File: config.mk
export PLATFORM = sky130hd
export DESIGN_NAME = pattern_burst_unit
export DESIGN_NICKNAME = d
export VERILOG_FILES = /design/src/rtl/pattern_burst_unit_pkg.sv /design/src/rtl/pattern_burst_unit_ctrl.sv /design/src/rtl/pattern_burst_unit.sv
export SDC_FILE = /design/constraint.sdc
export NUM_CORES = 1
export LEC_CHECK = 0
export CORE_ASPECT_RATIO = 0.7
export CORE_MARGIN = 2
export CORE_UTILIZATION = 40
export CTS_CLUSTER_DIAMETER = 200
export CTS_CLUSTER_SIZE = 20
export DETAILED_ROUTE_END_ITERATION = 6
export GPL_ROUTABILITY_DRIVEN = 0
export MAX_ROUTING_LAYER = met4
export PLACE_DENSITY_LB_ADDON = 0.05
export SYNTH_ARGS = -nofsm -noshare
export SYNTH_HDL_FRONTEND = slang
export SYNTH_SLANG_ARGS = --single-unit
File: constraint.sdc
create_clock -name clk -period 3.4 [get_ports clk]
set_input_delay 1.02 -clock clk [delete_from_list [all_inputs] [get_ports clk]]
set_output_delay 1.02 -clock clk [all_outputs]
set_load 0.02 [all_outputs]
File: src/rtl/pattern_burst_unit_pkg.sv
// Shared definitions for pattern_burst_unit: state encoding and the
// enable bundle passed from the controller to the datapath.
package pattern_burst_unit_pkg;

  localparam logic [2:0] ST_IDLE    = 3'd0;
  localparam logic [2:0] ST_INIT    = 3'd1;
  localparam logic [2:0] ST_DETECT  = 3'd2;
  localparam logic [2:0] ST_CAPTURE = 3'd3;
  localparam logic [2:0] ST_LOAD    = 3'd4;
  localparam logic [2:0] ST_COUNT   = 3'd5;

  typedef enum logic [2:0] {
    S_IDLE    = ST_IDLE,
    S_INIT    = ST_INIT,
    S_DETECT  = ST_DETECT,
    S_CAPTURE = ST_CAPTURE,
    S_LOAD    = ST_LOAD,
    S_COUNT   = ST_COUNT
  } state_e;

  typedef struct packed {
    logic pat_shift;
    logic pat_clr;
    logic cap_shift;
    logic cap_clr;
    logic cnt_load;
    logic cnt_dec;
    logic cnt_clr;
  } dp_ctrl_t;

endpackage

File: src/rtl/pattern_burst_unit_ctrl.sv
// pbu_ctrl: frame sequencing FSM; decodes the registered state into status
// pulses and datapath enables.
module pbu_ctrl
  import pattern_burst_unit_pkg::*;
(
  input  logic     clk,
  input  logic     rst,
  input  logic     start,
  input  logic     abort,
  input  logic     cont,
  input  logic     match,
  input  logic     last_bit,
  input  logic     cnt_zero,
  output dp_ctrl_t ctl,
  output logic     ready,
  output logic     busy,
  output logic     det,
  output logic     w_out,
  output logic     done
);

  state_e state_q;
  state_e state_d;

  // Next-state, status pulses and datapath enables
  always_comb begin
    state_d = state_q;
    ctl     = '0;
    det     = 1'b0;
    w_out   = 1'b0;
    done    = 1'b0;
    ready   = (state_q == S_IDLE);
    busy    = (state_q != S_IDLE);
    if (abort) begin
      state_d = S_IDLE;
    end else begin
      case (state_q)
        S_IDLE: begin
          if (start) state_d = S_INIT;
          else       state_d = S_IDLE;
        end
        S_INIT: begin
          ctl.pat_clr = 1'b1;
          ctl.cap_clr = 1'b1;
          if (start) state_d = S_INIT;
          else       state_d = S_DETECT;
        end
        S_DETECT: begin
          ctl.pat_shift = 1'b1;
          if (match) begin
            det     = 1'b1;
            state_d = S_CAPTURE;
          end else begin
            state_d = S_DETECT;
          end
        end
        S_CAPTURE: begin
          ctl.cap_shift = 1'b1;
          if (last_bit) state_d = S_LOAD;
          else          state_d = S_CAPTURE;
        end
        S_LOAD: begin
          ctl.cnt_load = 1'b1;
          state_d      = S_COUNT;
        end
        S_COUNT: begin
          if (!cnt_zero) begin
            w_out       = 1'b1;
            ctl.cnt_dec = 1'b1;
            state_d     = S_COUNT;
          end else begin
            done        = 1'b1;
            ctl.pat_clr = 1'b1;
            if (cont) state_d = S_DETECT;
            else      state_d = S_IDLE;
          end
        end
        default: state_d = S_IDLE;
      endcase
    end
    // The counter is zeroed on every path into IDLE, including abort.
    ctl.cnt_clr = (state_d == S_IDLE);
  end

  // State register
  always_ff @(posedge clk) begin
    if (rst) state_q <= S_IDLE;
    else     state_q <= state_d;
  end

endmodule

File: src/rtl/pattern_burst_unit.sv
// pattern_burst_unit: sync-pattern hunt, serial payload capture and a
// payload-length w_out window driven by a down counter.
module pattern_burst_unit
  import pattern_burst_unit_pkg::*;
#(
  parameter int               PAT_W   = 4,
  parameter logic [PAT_W-1:0] PATTERN = 4'b1101,
  parameter int               DATA_W  = 8
) (
  input  logic              clk,
  input  logic              rst,
  input  logic              start,
  input  logic              abort,
  input  logic              cont,
  input  logic              ser_in,
  output logic              ready,
  output logic              busy,
  output logic              det,
  output logic              w_out,
  output logic              done,
  output logic [DATA_W-1:0] cnt_val
);

  localparam int FILL_W = $clog2(PAT_W + 1);
  localparam int BIT_W  = (DATA_W > 1) ? $clog2(DATA_W) : 1;
  localparam logic [FILL_W-1:0] FILL_MAX  = FILL_W'(PAT_W);
  localparam logic [FILL_W-1:0] FILL_GATE = FILL_W'(PAT_W - 1);
  localparam logic [BIT_W-1:0]  BIT_LAST  = BIT_W'(DATA_W - 1);

  // Only PAT_W-1 history bits are stored; the live ser_in completes the window.
  logic [PAT_W-2:0]  pat_q,  pat_d;
  logic [FILL_W-1:0] fill_q, fill_d;
  logic [BIT_W-1:0]  bit_q,  bit_d;
  logic [DATA_W-1:0] pay_q,  pay_d;
  logic [DATA_W-1:0] cnt_q,  cnt_d;

  logic [PAT_W-1:0] window_s;
  logic             match_s;
  logic             last_bit_s;
  logic             cnt_zero_s;
  dp_ctrl_t         ctl_s;

  assign window_s   = {pat_q, ser_in};
  assign match_s    = (fill_q >= FILL_GATE) && (window_s == PATTERN);
  assign last_bit_s = (bit_q == BIT_LAST);
  assign cnt_zero_s = (cnt_q == '0);
  assign cnt_val    = cnt_q;

  pbu_ctrl u_ctrl (
    .clk      (clk),
    .rst      (rst),
    .start    (start),
    .abort    (abort),
    .cont     (cont),
    .match    (match_s),
    .last_bit (last_bit_s),
    .cnt_zero (cnt_zero_s),
    .ctl      (ctl_s),
    .ready    (ready),
    .busy     (busy),
    .det      (det),
    .w_out    (w_out),
    .done     (done)
  );

  // Datapath next-state: pattern history, fill, bit counter, payload, counter
  always_comb begin
    pat_d  = pat_q;
    fill_d = fill_q;
    bit_d  = bit_q;
    pay_d  = pay_q;
    cnt_d  = cnt_q;

    if (ctl_s.pat_clr) begin
      pat_d  = '0;
      fill_d = '0;
    end else if (ctl_s.pat_shift) begin
      pat_d = window_s[PAT_W-2:0];
      if (fill_q != FILL_MAX) fill_d = fill_q + FILL_W'(1'b1);
      else                    fill_d = fill_q;
    end else begin
      pat_d = pat_q;
    end

    if (ctl_s.cap_clr) begin
      bit_d = '0;
      pay_d = '0;
    end else if (ctl_s.cap_shift) begin
      pay_d = (pay_q << 1) | DATA_W'(ser_in);
      if (last_bit_s) bit_d = '0;
      else            bit_d = bit_q + BIT_W'(1'b1);
    end else begin
      pay_d = pay_q;
    end

    if (ctl_s.cnt_clr)       cnt_d = '0;
    else if (ctl_s.cnt_load) cnt_d = pay_q;
    else if (ctl_s.cnt_dec)  cnt_d = cnt_q - DATA_W'(1'b1);
    else                     cnt_d = cnt_q;
  end

  // Datapath registers
  always_ff @(posedge clk) begin
    if (rst) begin
      pat_q  <= '0;
      fill_q <= '0;
      bit_q  <= '0;
      pay_q  <= '0;
      cnt_q  <= '0;
    end else begin
      pat_q  <= pat_d;
      fill_q <= fill_d;
      bit_q  <= bit_d;
      pay_q  <= pay_d;
      cnt_q  <= cnt_d;
    end
  end

endmodule

## Word level (Yosys, flattened, before mapping)

Index checks and enable logic that the tools add are counted.

| word-level totals | value |
|---|---|
| register bits | 28 |
| input port bits | 6 |
| output and inout bits | 13 |
| word-level logic and storage cells | 55 |

| cells by class | value |
|---|---|
| add/subtract/negate cells | 3 |
| $lt $le $gt $ge | 1 |
| equal/unequal tests | 8 |
| multiplexer cells | 26 |
| bitwise gates (word level) | 1 |
| reductions and logical operators | 10 |

Operator list:

| operator | number |
|---|---|
| 3-bit one-hot mux with 6 select lines | 1 |
| 8-bit 2-to-1 mux | 2 |
| 1-bit 2-to-1 mux | 15 |
| 3-bit 2-to-1 mux | 4 |
| 3-bit == test (second input constant) | 3 |
| 8-bit zero test | 1 |
| 8-bit by 1-bit OR with 8-bit output | 1 |
| 8-bit by 1-bit subtractor with 8-bit output (second input constant) | 1 |
| 3-bit by 1-bit adder with 3-bit output (second input constant) | 2 |
| 3-bit by 2-bit == test with 1-bit output (second input constant) | 2 |
| 3-bit zero test | 2 |
| 6-bit 2-to-1 mux | 1 |
| 2-bit OR reduction | 3 |
| 4-bit == test (second input constant) | 1 |
| 2-bit 2-to-1 mux | 2 |
| 3-bit by 1-bit == test with 1-bit output (second input constant) | 1 |
| 3-bit by 2-bit greater-or-equal comparator with 1-bit output (second input constant) | 1 |
| 3-bit inequality test (second input constant) | 1 |
| 3-bit nonzero test | 1 |
| 1-bit one-hot mux with 2 select lines | 1 |
| 2-bit AND reduction | 1 |
| 2-bit nonzero test | 1 |
| 1-bit logical AND | 1 |

## Depth between registers and ports, before layout

Gate-level depths: netlist (run 1).

| logic depth | value |
|---|---|
| depth after elaboration | 7 |
| depth in mapped cells | 6 |
| gate-level depth less buffers | 6 |

## Hierarchy

A second synthesis (run 1) with hierarchy kept.

| second synthesis, totals | value |
|---|---|
| cell total of the unflattened synthesis | 172 |
| area total of the unflattened synthesis | 1524.0 um2 |

Modules (own cells, without submodules):

| module | instances | cells an instance | area each (um2) | seq. area each (um2) |
|---|---|---|---|---|
| pattern_burst_unit | 1 | 130 | 1198.6 | 500.5 |
| pbu_ctrl | 1 | 42 | 325.3 | 60.1 |

## Worst setup path before layout (run 1)

Ideal clock, no wire load.

| path | value |
|---|---|
| kind | input-to-output |
| start | input port abort |
| end | output port det |
| arrival time | 2.292 ns |
| required time | 2.380 ns |
| slack | 0.088 ns |
| stages on the path | 4 |
| buffers on the path | 2 |
| path through | buf_6 or4b_4 buf_6 nor3_1 |

| on the way | value |
|---|---|
| cells in the longest elaborated chain, start to end | 1 |

RTL lines:

| what | RTL line | text |
|---|---|---|
| start, declared | pattern_burst_unit.sv:13 | `input logic abort,` |
| 1-bit 2-to-1 mux | pattern_burst_unit_ctrl.sv:34 | `if (abort) begin` |
| end, declared | pattern_burst_unit.sv:18 | `output logic det,` |

No other way between the ends.

## Final worst setup path (run 1)

| path | value |
|---|---|
| start | input port ser_in |
| end | output port det |

| on the way | value |
|---|---|
| cells in the longest elaborated chain, start to end | 5 |

RTL lines:

| what | RTL line | text |
|---|---|---|
| start, declared | pattern_burst_unit.sv:15 | `input logic ser_in,` |
| 4-bit == test | pattern_burst_unit.sv:44 | `assign match_s = (fill_q >= FILL_GATE) && (window_s == PATTERN);` |
| 1-bit logical AND | pattern_burst_unit.sv:44 |  |
| 1-bit 2-to-1 mux | pattern_burst_unit_ctrl.sv:50 | `if (match) begin` |
| 1-bit 2-to-1 mux | pattern_burst_unit_ctrl.sv:37 | `case (state_q)` |
| 1-bit 2-to-1 mux | pattern_burst_unit_ctrl.sv:34 |  |

No other way between the ends.

==> results.ini, run 1 <==
[route]
drtIter0Drc=61
vias=1522
vias_per_cell=5.51
wire_per_inst_um=14.7
dr.pass1.iters=4
final_antenna_net_count=0
drc_errors=0
wl_um=4060

[setup_path]
rrSetupSlack_ps=1020
required_ps=2380
crit_type=primary input to primary output
end_kind=primary output
cpLargestDelayFamily=buffers and inverters
slowest_delay_ps=490
critPathBufInv=2
crit_path_max_fanout=2
critical_path_arrival_ps=2090
start_kind=primary input
slowest_stage=clkdlybuf4s50_1
crit_chain=clkdlybuf4s50_1 -> nand4b_1 -> nor3_2 -> buf_4

[clock_network]
hold_buffers=0
path_clk_slew_ps=110
root_buffer=clkbuf_8
clk_latency_ps=290
clockBufferDepth=2
numCtsBuffers=3
cts_tree=yes
htreeDepth=1
cts.sinks=28

[die]
dieArea_um2=4680
core_um2=3950
fp.dieW_um=80.9
die_h_um=57.8
rows=19
start_util=0.420
ios=19

[logic_synthesis]
yosys.area.top_type=dfxtp_1
yosysUniqueCellTypes=53
synthesis.nets=212
ys_ff_latch=28
synth-edff-count=0
synth_top_cell_area_share=0.338
syn_avg_cell_area_um2=8.28
synth_area_um2=1660
synthArstFlopShare=0
synthTopCellsByArea=dfxtp_1, nand2_1, a21oi_1, ha_1, o21ai_0
ys.warnings.count=0
synth_flop_cell=dfxtp_1
syn_inst=200
ys_seq_area_frac=0.338

[min_path]
worstHoldPathType=flop to flop

[power_and_ir_drop]
ir_drop_v=0.000170
leakage_nw=0.771
pwr_density_cell_nw_per_um2=319

[global_routing]
grt_max_degree=33
grt_pass1_wl_um=7030
first_global_vias=1433
grt_use_total=0.201
overflow=0
antenna_found_initial=0

[sta]
drv_slew=0
hold_viol_final=0
whs_ps=457
clock.fmax_mhz=322
final.setup.tns_ps=0
rsz0062_at_grt=no
timing.final.crit_share=0.915
maxSlewHeadroom=0.332
fin_skew_ps=13.3
tightestPinTransition_ps=1000
period_minus_slack_ps=3110
setup_viol=0

[placement]
placement.io_buffers=18
dp_hpwl_um=3050

[final_layout]
diodes=0
drive_above_1_share=0.152
final_common_cell=nand2_1
final_cell_mix=nand2_1, dfxtp_1, a21oi_1
area_delta_synth_final_pct=21.7
layout.nets=237

[flow_run]
maxCapViolations=0

[run_status]
outcome=complete, no violations

-- routing by layer --
| layer | GRT usage | wire (um) | vias up |
|---|---|---|---|
| li1 | - | - | 765 |
| met1 | 0.292 | 1970 | 715 |
| met2 | 0.287 | 1800 | 38 |
| met3 | 0.0436 | 271 | 4 |
| met4 | 0.0436 | 25 | 0 |
| met5 | - | 0 | - |
-- cells in the mapped netlist (3+ instances only) --
library cell / n
a21oi_1: 19
clkbuf_1: 6
nand2b_1: 3
nor2_1: 9
nand2_1: 34
dfxtp_1: 28
a22oi_1: 5
inv_1: 10
nor2b_1: 5
a21boi_0: 3
nor3_1: 7
o21ai_0: 11
ha_1: 6
nand3b_1: 3
-- area by class of cell --
class / instances / area, um^2
fill: 403 / 1930
multi-input combinational: 151 / 1010
sequential: 28 / 561
timing repair buffer: 31 / 274
tap: 52 / 65.1
clock buffer: 3 / 41.3
inverter: 10 / 37.5
clock inverter: 1 / 30.0
-- where the power goes --
part,leakage [nW],total (mW),switching [mW],internal (mW)
Sequential,0.226,0.329,0.000607,0.329
Clock,0.0357,0.276,0.118,0.158
Combinational,0.510,0.0368,0.0211,0.0157
Total,0.771,0.642,0.140,0.502
-- sequential cells by signal, summed over array words and instances, names as in the netlist --
| signal | count |
|---|---|
| cnt_val | 8 |
| pay_q | 8 |
| bit_q | 3 |
| fill_q | 3 |
| pat_q | 3 |
| u_ctrl.state_q | 3 |
-- worst reg2reg max path, stage by stage (launching register included) --
cell      delay, ps
dfxtp_1         370
inv_1            90
ha_1            230
nor4b_4         470
a311oi_2        240
nor4_4          620
a22oi_1         180
-- repair_timing --
| item | 4_1_cts | 5_1_grt |
|---|---|---|
| setup buffers | 1 | 0 |
| pin swaps | 1 | 1 |
| setup endpoints to repair | 3 | 3 |
| resized for setup | 16 | 4 |
-- kinds of logic (layout without fill, tap and decap cells) --
family	count (synthesis)	count (layout)	share of synthesized area
muxes	1	1	0.00680
buffers and inverters	21	45	0.0604
AOI/OAI and AO/OA	55	55	0.221
and+or+nand+nor	88	88	0.323
adders and majority gates	6	6	0.0453
xor gates and xnor gates	1	1	0.00529
DFF	28	28	0.338
-- final timing paths --
kind	start	end	cells past startpoint
setup reg to reg	cnt_val[0]	cnt_val[4]	6
setup / recovery	ser_in	det	4
hold reg to reg	pay_q[4]	pay_q[5]	2
hold / removal	pay_q[4]	pay_q[5]	2
-- per-stage QoR --
step | util | total power, mW | worst slack (ps) | area [um^2] | cells
2_1_floorplan | - | 0.357 | 88.5 | 1660 | 200
5_1_grt | 0.511 | 0.668 | 234 | 2020 | 276
6_report | 0.511 | 0.642 | 290 | 2020 | 276
4_1_cts | 0.508 | 0.645 | 10.9 | 2000 | 276
3_3_place_gp | 0.489 | 0.372 | -443 | 1930 | 271
3_5_place_dp | 0.489 | 0.373 | -470 | 1930 | 271
No activity file was read; power rests on OpenSTA's default activity.
==> run 2, diff against run 1 <==
--- a/config.mk
+++ b/config.mk
@@ -11,7 +11,6 @@
 export CTS_CLUSTER_DIAMETER = 200
 export CTS_CLUSTER_SIZE = 20
 export DETAILED_ROUTE_END_ITERATION = 6
-export GPL_ROUTABILITY_DRIVEN = 0
 export MAX_ROUTING_LAYER = met4
 export PLACE_DENSITY_LB_ADDON = 0.05
 export SYNTH_ARGS = -nofsm -noshare
==> results of run 2 <==
Same layout as run 1: the final DEF is identical, and so are final timing and power.
